==> src/rtl/order_message_encoder.sv <==
// Order-to-message serializer: one accepted order becomes a header word
// followed by two body words, all outputs driven straight from registers.
module order_message_encoder #(
    parameter int PRICE_WIDTH = 15,
    parameter int ID_WIDTH    = 15,
    parameter int QUANT_WIDTH = 7,
    parameter int STOCK_WIDTH = 7,
    parameter int DATA_WIDTH  = 31
) (
    input  logic                  clk_in,
    input  logic                  reset_in,
    input  logic [2:0]            operation_in,
    input  logic [STOCK_WIDTH:0]  stock_symbol_in,
    input  logic [ID_WIDTH:0]     order_id_in,
    input  logic [PRICE_WIDTH:0]  price_in,
    input  logic [QUANT_WIDTH:0]  quantity_in,
    input  logic                  valid_in,
    output logic                  ready_out,
    input  logic                  ready_in,
    output logic [DATA_WIDTH:0]   data_out,
    output logic                  enable_out,
    output logic                  valid_out,
    output logic                  last_out,
    output logic [15:0]           sent_count_out,
    output logic [7:0]            drop_count_out
);

    typedef enum logic [1:0] {IDLE, HDR, BODY1, BODY2} state_t;

    state_t              state_q;
    logic                ready_q;
    logic                enable_q;
    logic                valid_q;
    logic                last_q;
    logic [DATA_WIDTH:0] data_q;
    logic [DATA_WIDTH:0] body1_q;
    logic [15:0]         price_q;
    logic [15:0]         sent_q;
    logic [7:0]          drop_q;

    logic [DATA_WIDTH:0] hdr_d;
    logic [DATA_WIDTH:0] body1_d;
    logic [15:0]         price_d;

    // Narrow fields are zero-extended into their fixed slots.
    always_comb begin
        hdr_d   = {21'b0, operation_in, 8'd3};
        body1_d = {8'(stock_symbol_in), 8'(quantity_in), 16'(order_id_in)};
        price_d = 16'(price_in);
    end

    always_ff @(posedge clk_in) begin
        if (reset_in) begin
            state_q  <= IDLE;
            ready_q  <= 1'b1;
            enable_q <= 1'b0;
            valid_q  <= 1'b0;
            last_q   <= 1'b0;
            data_q   <= '0;
            body1_q  <= '0;
            price_q  <= '0;
            sent_q   <= '0;
            drop_q   <= '0;
        end else begin
            case (state_q)
                IDLE: begin
                    if (valid_in) begin
                        if (operation_in <= 3'd4) begin
                            body1_q  <= body1_d;
                            price_q  <= price_d;
                            data_q   <= hdr_d;
                            enable_q <= 1'b1;
                            ready_q  <= 1'b0;
                            state_q  <= HDR;
                        end else if (drop_q != 8'hFF) begin
                            drop_q <= drop_q + 8'd1;
                        end
                    end
                end
                HDR: begin
                    if (ready_in) begin
                        data_q   <= body1_q;
                        enable_q <= 1'b0;
                        valid_q  <= 1'b1;
                        state_q  <= BODY1;
                    end
                end
                BODY1: begin
                    if (ready_in) begin
                        data_q  <= {16'b0, price_q};
                        last_q  <= 1'b1;
                        state_q <= BODY2;
                    end
                end
                BODY2: begin
                    if (ready_in) begin
                        data_q  <= '0;
                        valid_q <= 1'b0;
                        last_q  <= 1'b0;
                        ready_q <= 1'b1;
                        sent_q  <= sent_q + 16'd1;
                        state_q <= IDLE;
                    end
                end
                default: state_q <= IDLE;
            endcase
        end
    end

    assign ready_out      = ready_q;
    assign enable_out     = enable_q;
    assign valid_out      = valid_q;
    assign last_out       = last_q;
    assign data_out       = data_q;
    assign sent_count_out = sent_q;
    assign drop_count_out = drop_q;

endmodule

==> config.mk <==
export PLATFORM = sky130hd
export DESIGN_NAME = order_message_encoder
export DESIGN_NICKNAME = d
export VERILOG_FILES = /design/src/rtl/order_message_encoder.sv
export SDC_FILE = /design/constraint.sdc
export NUM_CORES = 1
export LEC_CHECK = 0
export BUFFER_PORTS_ARGS = -buffer_cell sky130_fd_sc_hd__clkbuf_2
export CAP_MARGIN = 0
export CORE_MARGIN = 5
export CORE_UTILIZATION = 59
export CTS_BUF_LIST = sky130_fd_sc_hd__clkbuf_8
export CTS_CLUSTER_DIAMETER = 50
export CTS_CLUSTER_SIZE = 24
export DETAILED_ROUTE_END_ITERATION = 10
export PLACE_DENSITY_LB_ADDON = 0.25
export SYNTH_ARGS = -nofsm -noshare
export SYNTH_HDL_FRONTEND = slang
export SYNTH_SLANG_ARGS = --single-unit
==> constraint.sdc <==
create_clock -name clk_in -period 4.5 [get_ports clk_in]
set_input_delay 0.9 -clock clk_in [delete_from_list [all_inputs] [get_ports clk_in]]
set_output_delay 0.9 -clock clk_in [all_outputs]
set_load 0.1 [all_outputs]
==> impl_metrics.csv, run 1 <==
group,metric,value,unit
die,die_w,96.4,um
synthesis,synth_area_per_cell,8.56,sq um
clock_network,clockBufferDepth,2,
grt,grt_pass1_wl,16900,um
sta,worst_pin_slew,1.20,ns
cells_and_area,final_nets,666,
die,rows,31,
grt,antenna_found_initial,0,
drt,drt_iter0_markers,228,
cells_and_area,multi_input_area,2050,sq um
clock_network,htree_levels,3,
cells_and_area,num-fill-cells,591,
critical_path,cpMostUsedCell,"nor2_1",
synthesis,ys_ff_latch,110,
critical_path,path_max_fanout,25,
grt,grt_usage,22.9,%
synthesis,synth_nets,577,
sta,finalMaxSlewViolations,0,
drt,drt_wl_total,10400,um
clock_network,clk_pin_slew_worst_paths,0.11,ns
critical_path,crit_path_end_kind,"register",
critical_path,critPathLaunchType,"register",
grt,gr-total-overflow,0,
die,io_pins,115,
clock_network,post-cts-setup-buffer-count,0,
sta,max_freq,352,MHz
die,die_area,9300,sq um
cells_and_area,diodes,0,
cells_and_area,regArea,2200,sq um
die,die_h,96.4,um
placed_design,dp.cells,692,
sta,fin_worst_skew,0.0115,ns
sta,post-route-min-period,2.84,ns
synthesis,yosysTopAreaCell,"dfxtp_1",
die,fp.coreArea,7250,sq um
clock_network,cts.sinks,110,
synthesis,synth_cell_types,41,
drt,via_count,3960,
grt,grt_max_degree,101,
synthesis,synth_top_area_share,50.0,%
placed_design,gp_congestion,0.814,
run,maxCapViolCount,0,
cells_and_area,final_cell_mix,"clkbuf_2 (113), dfxtp_1 (110), nand2_1 (107), a21oi_1 (75), o21ai_0 (22)",
power_and_ir_drop,totalPowerFinal,2580,uW
clock_network,cts_buffers,9,
critical_path,slowest_stage,"nor2_1",
synthesis,mappedNetlistArea,4410,sq um
worst_hold_path,hold_class,"reg2reg",
synthesis,synthTopCellsByArea,"dfxtp_1 (50%), nand2_1 (9.1%), a21oi_1 (8.5%), a22o_1 (3.2%), or4_1 (2.6%)",
drt,wl_per_cell,14.7,um
clock_network,clock_latency,0.36,ns
sta,finalHoldViolations,0,
critical_path,arrival,3.11,ns
die,start_util,60.8,%
placed_design,hpwl,7240,um
sta,setup_viol,0,
cells_and_area,finalNonFillerCells,708,
clock_network,postCtsHoldBufs,0,
clock_network,post_cts_resized,0,
drt,ant_nets,0,
sta,max_slew_margin,19.4,%
power_and_ir_drop,cellLeakagePower,0.00202,uW
critical_path,crit_family,"simple AND/OR/NAND/NOR gates",
placed_design,io_buffers,114,
clock_network,cts-root-buf,"clkbuf_8",
outcome,outcome,"completed",
cells_and_area,design_area,5150,sq um
clock_network,cts_tree,"done",
critical_path,crit_type,"reg2reg",
grt,grt_pass1_vias,3638,
power_and_ir_drop,peakVddDrop,0.000345,V
critical_path,path_cells,"inv_1 -> ha_1 -> nor3_2 -> nor2_1 -> nor2_1 -> a211oi_1",
placed_design,placed_cell_area,4970,sq um
power_and_ir_drop,powerDensity,500,nW/um^2
sta,setup_tns,0,ns
drt,viasPerCell,5.59,
drt,remaining_drc_errors,0,
cells_and_area,final_common_cell,"clkbuf_2",
cells_and_area,area_growth_syn_to_layout,16.8,%
synthesis,yosysWarnings,0,
critical_path,crit_required,4.77,ns
cells_and_area,layout-drive-gt1-share,23.3,%
synthesis,syn_inst,515,
sta,post-route-period-util,63.1,%
sta,rsz0062_at_grt,"false",
critical_path,cp_num_buf_inv,1,
synthesis,synth-seq-area-share,50.0,%
critical_path,slowest_delay,0.93,ns
drt,drt_first_pass_iters,4,
[synth_stat cells (all sizes together)]
| cell type | instances |
|---|---|
| a221oi | 5 |
| and4 | 2 |
| nand2 | 107 |
| nor2 | 20 |
| o21a | 1 |
| nand3 | 12 |
| xnor2 | 6 |
| nor2b | 5 |
| nor3 | 10 |
| nand2b | 3 |
| a22o | 16 |
| a21oi | 76 |
| clkbuf | 23 |
| a21boi | 1 |
| and3 | 4 |
| nand4 | 8 |
| a211o | 1 |
| o31ai | 5 |
| a22oi | 11 |
| mux2 | 1 |
| dfxtp | 110 |
| o21ai | 24 |
| buf | 13 |
| ha | 7 |
| or2 | 1 |
| xor2 | 6 |
| a211oi | 2 |
| nor3b | 1 |
| inv | 6 |
| nor4 | 2 |
| or3 | 5 |
| or4 | 15 |
| a311oi | 1 |
| mux2i | 3 |
| and2 | 2 |
[stage by stage]
| step | utilization, % | hold slack, ns | setup slack, ns |
|---|---|---|---|
| after floorplan | - | 0.436 | 2.26 |
| after global placement | 68.5 | 0.442 | 1.81 |
| after detailed placement | 68.5 | 0.447 | 1.73 |
| after CTS | 71.0 | 0.461 | 1.71 |
| after global routing | 71.0 | 0.479 | 1.39 |
| final | 71.0 | 0.461 | 1.66 |
[tightest hold or removal path, stage by stage (launching register included)]
cell	delay, ns
dfxtp_1	0.32
nand2_1	0.05
a21oi_1	0.05
[cells by family (layout without fill, tap and decap cells)]
logic type	count (synthesis)	count (layout)	share of synthesized area, %
AO/OA/AOI/OAI	143	143	19.8
XOR/XNOR	12	12	2.38
adder cells (fa/ha/maj)	7	7	1.99
buffers and inverters	42	136	3.89
flip-flops	110	110	50.0
multiplexers	4	4	0.937
AND/OR/NAND/NOR	197	197	21.0
[registers in the layout (all words and copies together), names as in the netlist]
signal and flops:
body1_q 32, data_out 32, price_q 16, sent_count_out 16, drop_count_out 8, state_q 2, enable_out 1, last_out 1
ready_out 1, valid_out 1
[worst paths after layout]
check             depth (start not counted)          end       start  slack [ns]
setup / recovery                          6  data_out[1]  state_q[1]        1.66
hold / removal                            2   body1_q[7]  body1_q[7]        0.46
setup reg to reg                          6  data_out[1]  state_q[1]        1.66
hold reg to reg                           2   body1_q[7]  body1_q[7]        0.46
[layout make-up]
class,count,area share [%]
Clock inverter,7,1.12
Inverter,6,0.437
Tap cell,99,2.41
Clock buffer,9,2.41
Sequential cell,110,42.8
Multi-Input combinational cell,363,39.7
Timing Repair Buffer,114,11.1
[report_power, final]
group | leakage [uW] | internal [uW] | switching [uW] | total [uW]
registers | 0.000893 | 1080 | 61.7 | 1140
logic | 0.00104 | 196 | 693 | 889
clock network | 0.0000877 | 208 | 337 | 545
[metal layers]
layer,global-route usage [%],vias to the layer above,share of wire [%]
li1,-,1984,-
met1,31.7,1844,47
met2,36.8,124,47
met3,4.03,8,6.1
met4,6.31,0,0.79
met5,0,-,0
(Power assumes the default switching activity.)
==> inputs of run 2 (changes only) <==
- ABC_AREA: not set -> 1
- CORE_UTILIZATION: 59 -> 50
- clock period: 4.5 -> 2.5 ns (I/O delays scaled with it)
==> impl_metrics.csv, run 2 <==
group,metric,value,unit
outcome,outcome,"completed",
clock_network,cts.sinks,110,
power_and_ir_drop,cellLeakagePower,0.00240,uW
sta,hold_slack,0.383,ns
sta,setup_viol,0,
sta,post-route-period-util,88.8,%
cells_and_area,regArea,2200,sq um
critical_path,crit_required,2.74,ns
clock_network,post_cts_resized,0,
die,die_h,106,um
synthesis,ys_async_sr_fraction,0,%
grt,grt_max_degree,84,
clock_network,cts_buffers,9,
clock_network,htree_levels,3,
die,die_w,106,um
grt,grt_usage,19.9,%
clock_network,post-cts-setup-buffer-count,0,
synthesis,syn_inst,651,
die,io_pins,115,
drt,drt_first_pass_iters,4,
clock_network,clock_latency,0.36,ns
synthesis,synth_edf_count,0,
drt,drt_iter0_markers,189,
sta,rsz0062_at_grt,"false",
clock_network,clk_pin_slew_worst_paths,0.11,ns
drt,wl_per_cell,12.9,um
drt,viasPerCell,5.09,
sta,setup_tns,0,ns
synthesis,yosysWarnings,0,
cells_and_area,final_common_cell,"nor2_1",
placed_design,hpwl,8160,um
synthesis,synth_most_common_cell,"nor2_1",
sta,max_freq,451,MHz
synthesis,synth_nets,713,
die,start_util,50.6,%
synthesis,mappedNetlistArea,4640,sq um
sta,fin_worst_skew,0.0141,ns
critical_path,path_max_fanout,36,
placed_design,io_buffers,114,
clock_network,cts-root-buf,"clkbuf_8",
power_and_ir_drop,peakVddDrop,0.000577,V
grt,gr-total-overflow,0,
clock_network,postCtsHoldBufs,0,
critical_path,arrival,2.46,ns
critical_path,critPathLaunchType,"register",
cells_and_area,multi_input_area,2080,sq um
sta,worst_pin_slew,0.565,ns
synthesis,synth_cell_types,30,
cells_and_area,final_nets,813,
synthesis,synth_top_area_share,47.5,%
grt,grt_pass1_vias,4135,
die,fp.coreArea,9150,sq um
cells_and_area,area_growth_syn_to_layout,17.6,%
drt,remaining_drc_errors,0,
drt,via_count,4416,
placed_design,gp_congestion,0.888,
power_and_ir_drop,powerDensity,1080,nW/um^2
sta,finalHoldViolations,0,
synthesis,ys_ff_latch,110,
worst_hold_path,hold_class,"in2reg",
critical_path,crit_path_end_kind,"register",
synthesis,synthFlopType,"dfxtp_1",
cells_and_area,layout-drive-gt1-share,20.0,%
grt,grt_pass1_wl,18800,um
run,maxCapViolCount,0,
synthesis,synth-seq-area-share,47.5,%
critical_path,r2r_start,"state_q[0]",
grt,antenna_found_initial,0,
drt,drt_wl_total,11200,um
worst_hold_path,hold_start,"quantity_in[7]",
drt,ant_nets,0,
sta,finalMaxSlewViolations,0,
synthesis,ys_top_cells_by_count,"nor2_1 (144), nand2_1 (130), dfxtp_1 (110)",
cells_and_area,num-fill-cells,862,
die,die_area,11300,sq um
sta,post-route-min-period,2.22,ns
synthesis,synthTopCellsByArea,"dfxtp_1 (48%), nor2_1 (12%), nand2_1 (11%), o21ai_0 (7.0%), a21oi_1 (5.0%)",
die,rows,35,
critical_path,startpoint,"state_q[0]",
cells_and_area,diodes,0,
synthesis,yosysTopAreaCell,"dfxtp_1",
critical_path,crit_type,"reg2reg",
sta,max_slew_margin,62.5,%
synthesis,synth_area_per_cell,7.12,sq um
cells_and_area,final_cell_mix,"nor2_1 (144), nand2_1 (130), clkbuf_2 (114), dfxtp_1 (110), o21ai_0 (65)",
clock_network,cts_tree,"done",
clock_network,clockBufferDepth,2,
run 2: logic make-up after synthesis:
| group | count (synthesis) | share of synthesized area [%] |
|---|---|---|
| AOI/OAI and AO/OA | 121 | 13.4 |
| xor gates and xnor gates | 6 | 1.13 |
| adders and majority gates | 7 | 1.89 |
| buffers and inverters | 82 | 7.58 |
| DFF | 110 | 47.5 |
| and+or+nand+nor | 325 | 28.5 |
run 2: routing by layer:
metal	vias up	track usage, %	part of all wire, %
met5	-	0	0
met4	0	5.00	1.1
met3	12	3.28	6.3
met2	134	32.5	45
met1	2005	27.5	47
li1	2265	-	-
run 2: worst max-delay path, stage by stage, from the launching register on:
cell and delay, ns:
dfxtp_1 0.35, inv_1 0.12, ha_1 0.42, inv_1 0.24
a21oi_2 0.23, nor2_4 0.07, nand2_4 0.31, inv_2 0.19
nor2_1 0.12, nor2_1 0.05
run 2: power breakdown:
part | internal, uW | leakage [uW] | total [uW] | switching (uW)
logic | 534 | 0.00140 | 2550 | 2020
clock network | 480 | 0.0000997 | 1110 | 625
registers | 2060 | 0.000899 | 2230 | 171
total | 3080 | 0.00240 | 5890 | 2820
run 2: through the flow:
step | util (%) | power [uW] | instance area [sq um] | setup WS, ns | instances
floorplan | - | 4410 | 4640 | 0.333 | 651
global placement | 57.3 | 4770 | 5250 | 0.397 | 851
detailed placement | 57.3 | 4830 | 5250 | 0.310 | 851
CTS | 59.6 | 5920 | 5450 | 0.287 | 867
global route | 59.6 | 6260 | 5450 | 0.0301 | 867
finish | 59.6 | 5890 | 5450 | 0.280 | 867
run 2: layout make-up:
| cell class | count | area share (%) |
|---|---|---|
| Sequential cell | 110 | 40.4 |
| Inverter | 50 | 3.44 |
| Multi-Input combinational cell | 459 | 38.2 |
| Clock buffer | 9 | 2.27 |
| Tap cell | 111 | 2.55 |
| Clock inverter | 7 | 1.49 |
| Timing Repair Buffer | 121 | 11.7 |
run 2: final timing paths:
path	endpoint	slack, ns	depth (start not counted)
worst max-delay path	data_out[1]	0.28	9
worst min-delay path	body1_q[23]	0.38	3
worst min register to register	price_q[6]	0.46	2
worst max register to register	data_out[1]	0.28	9
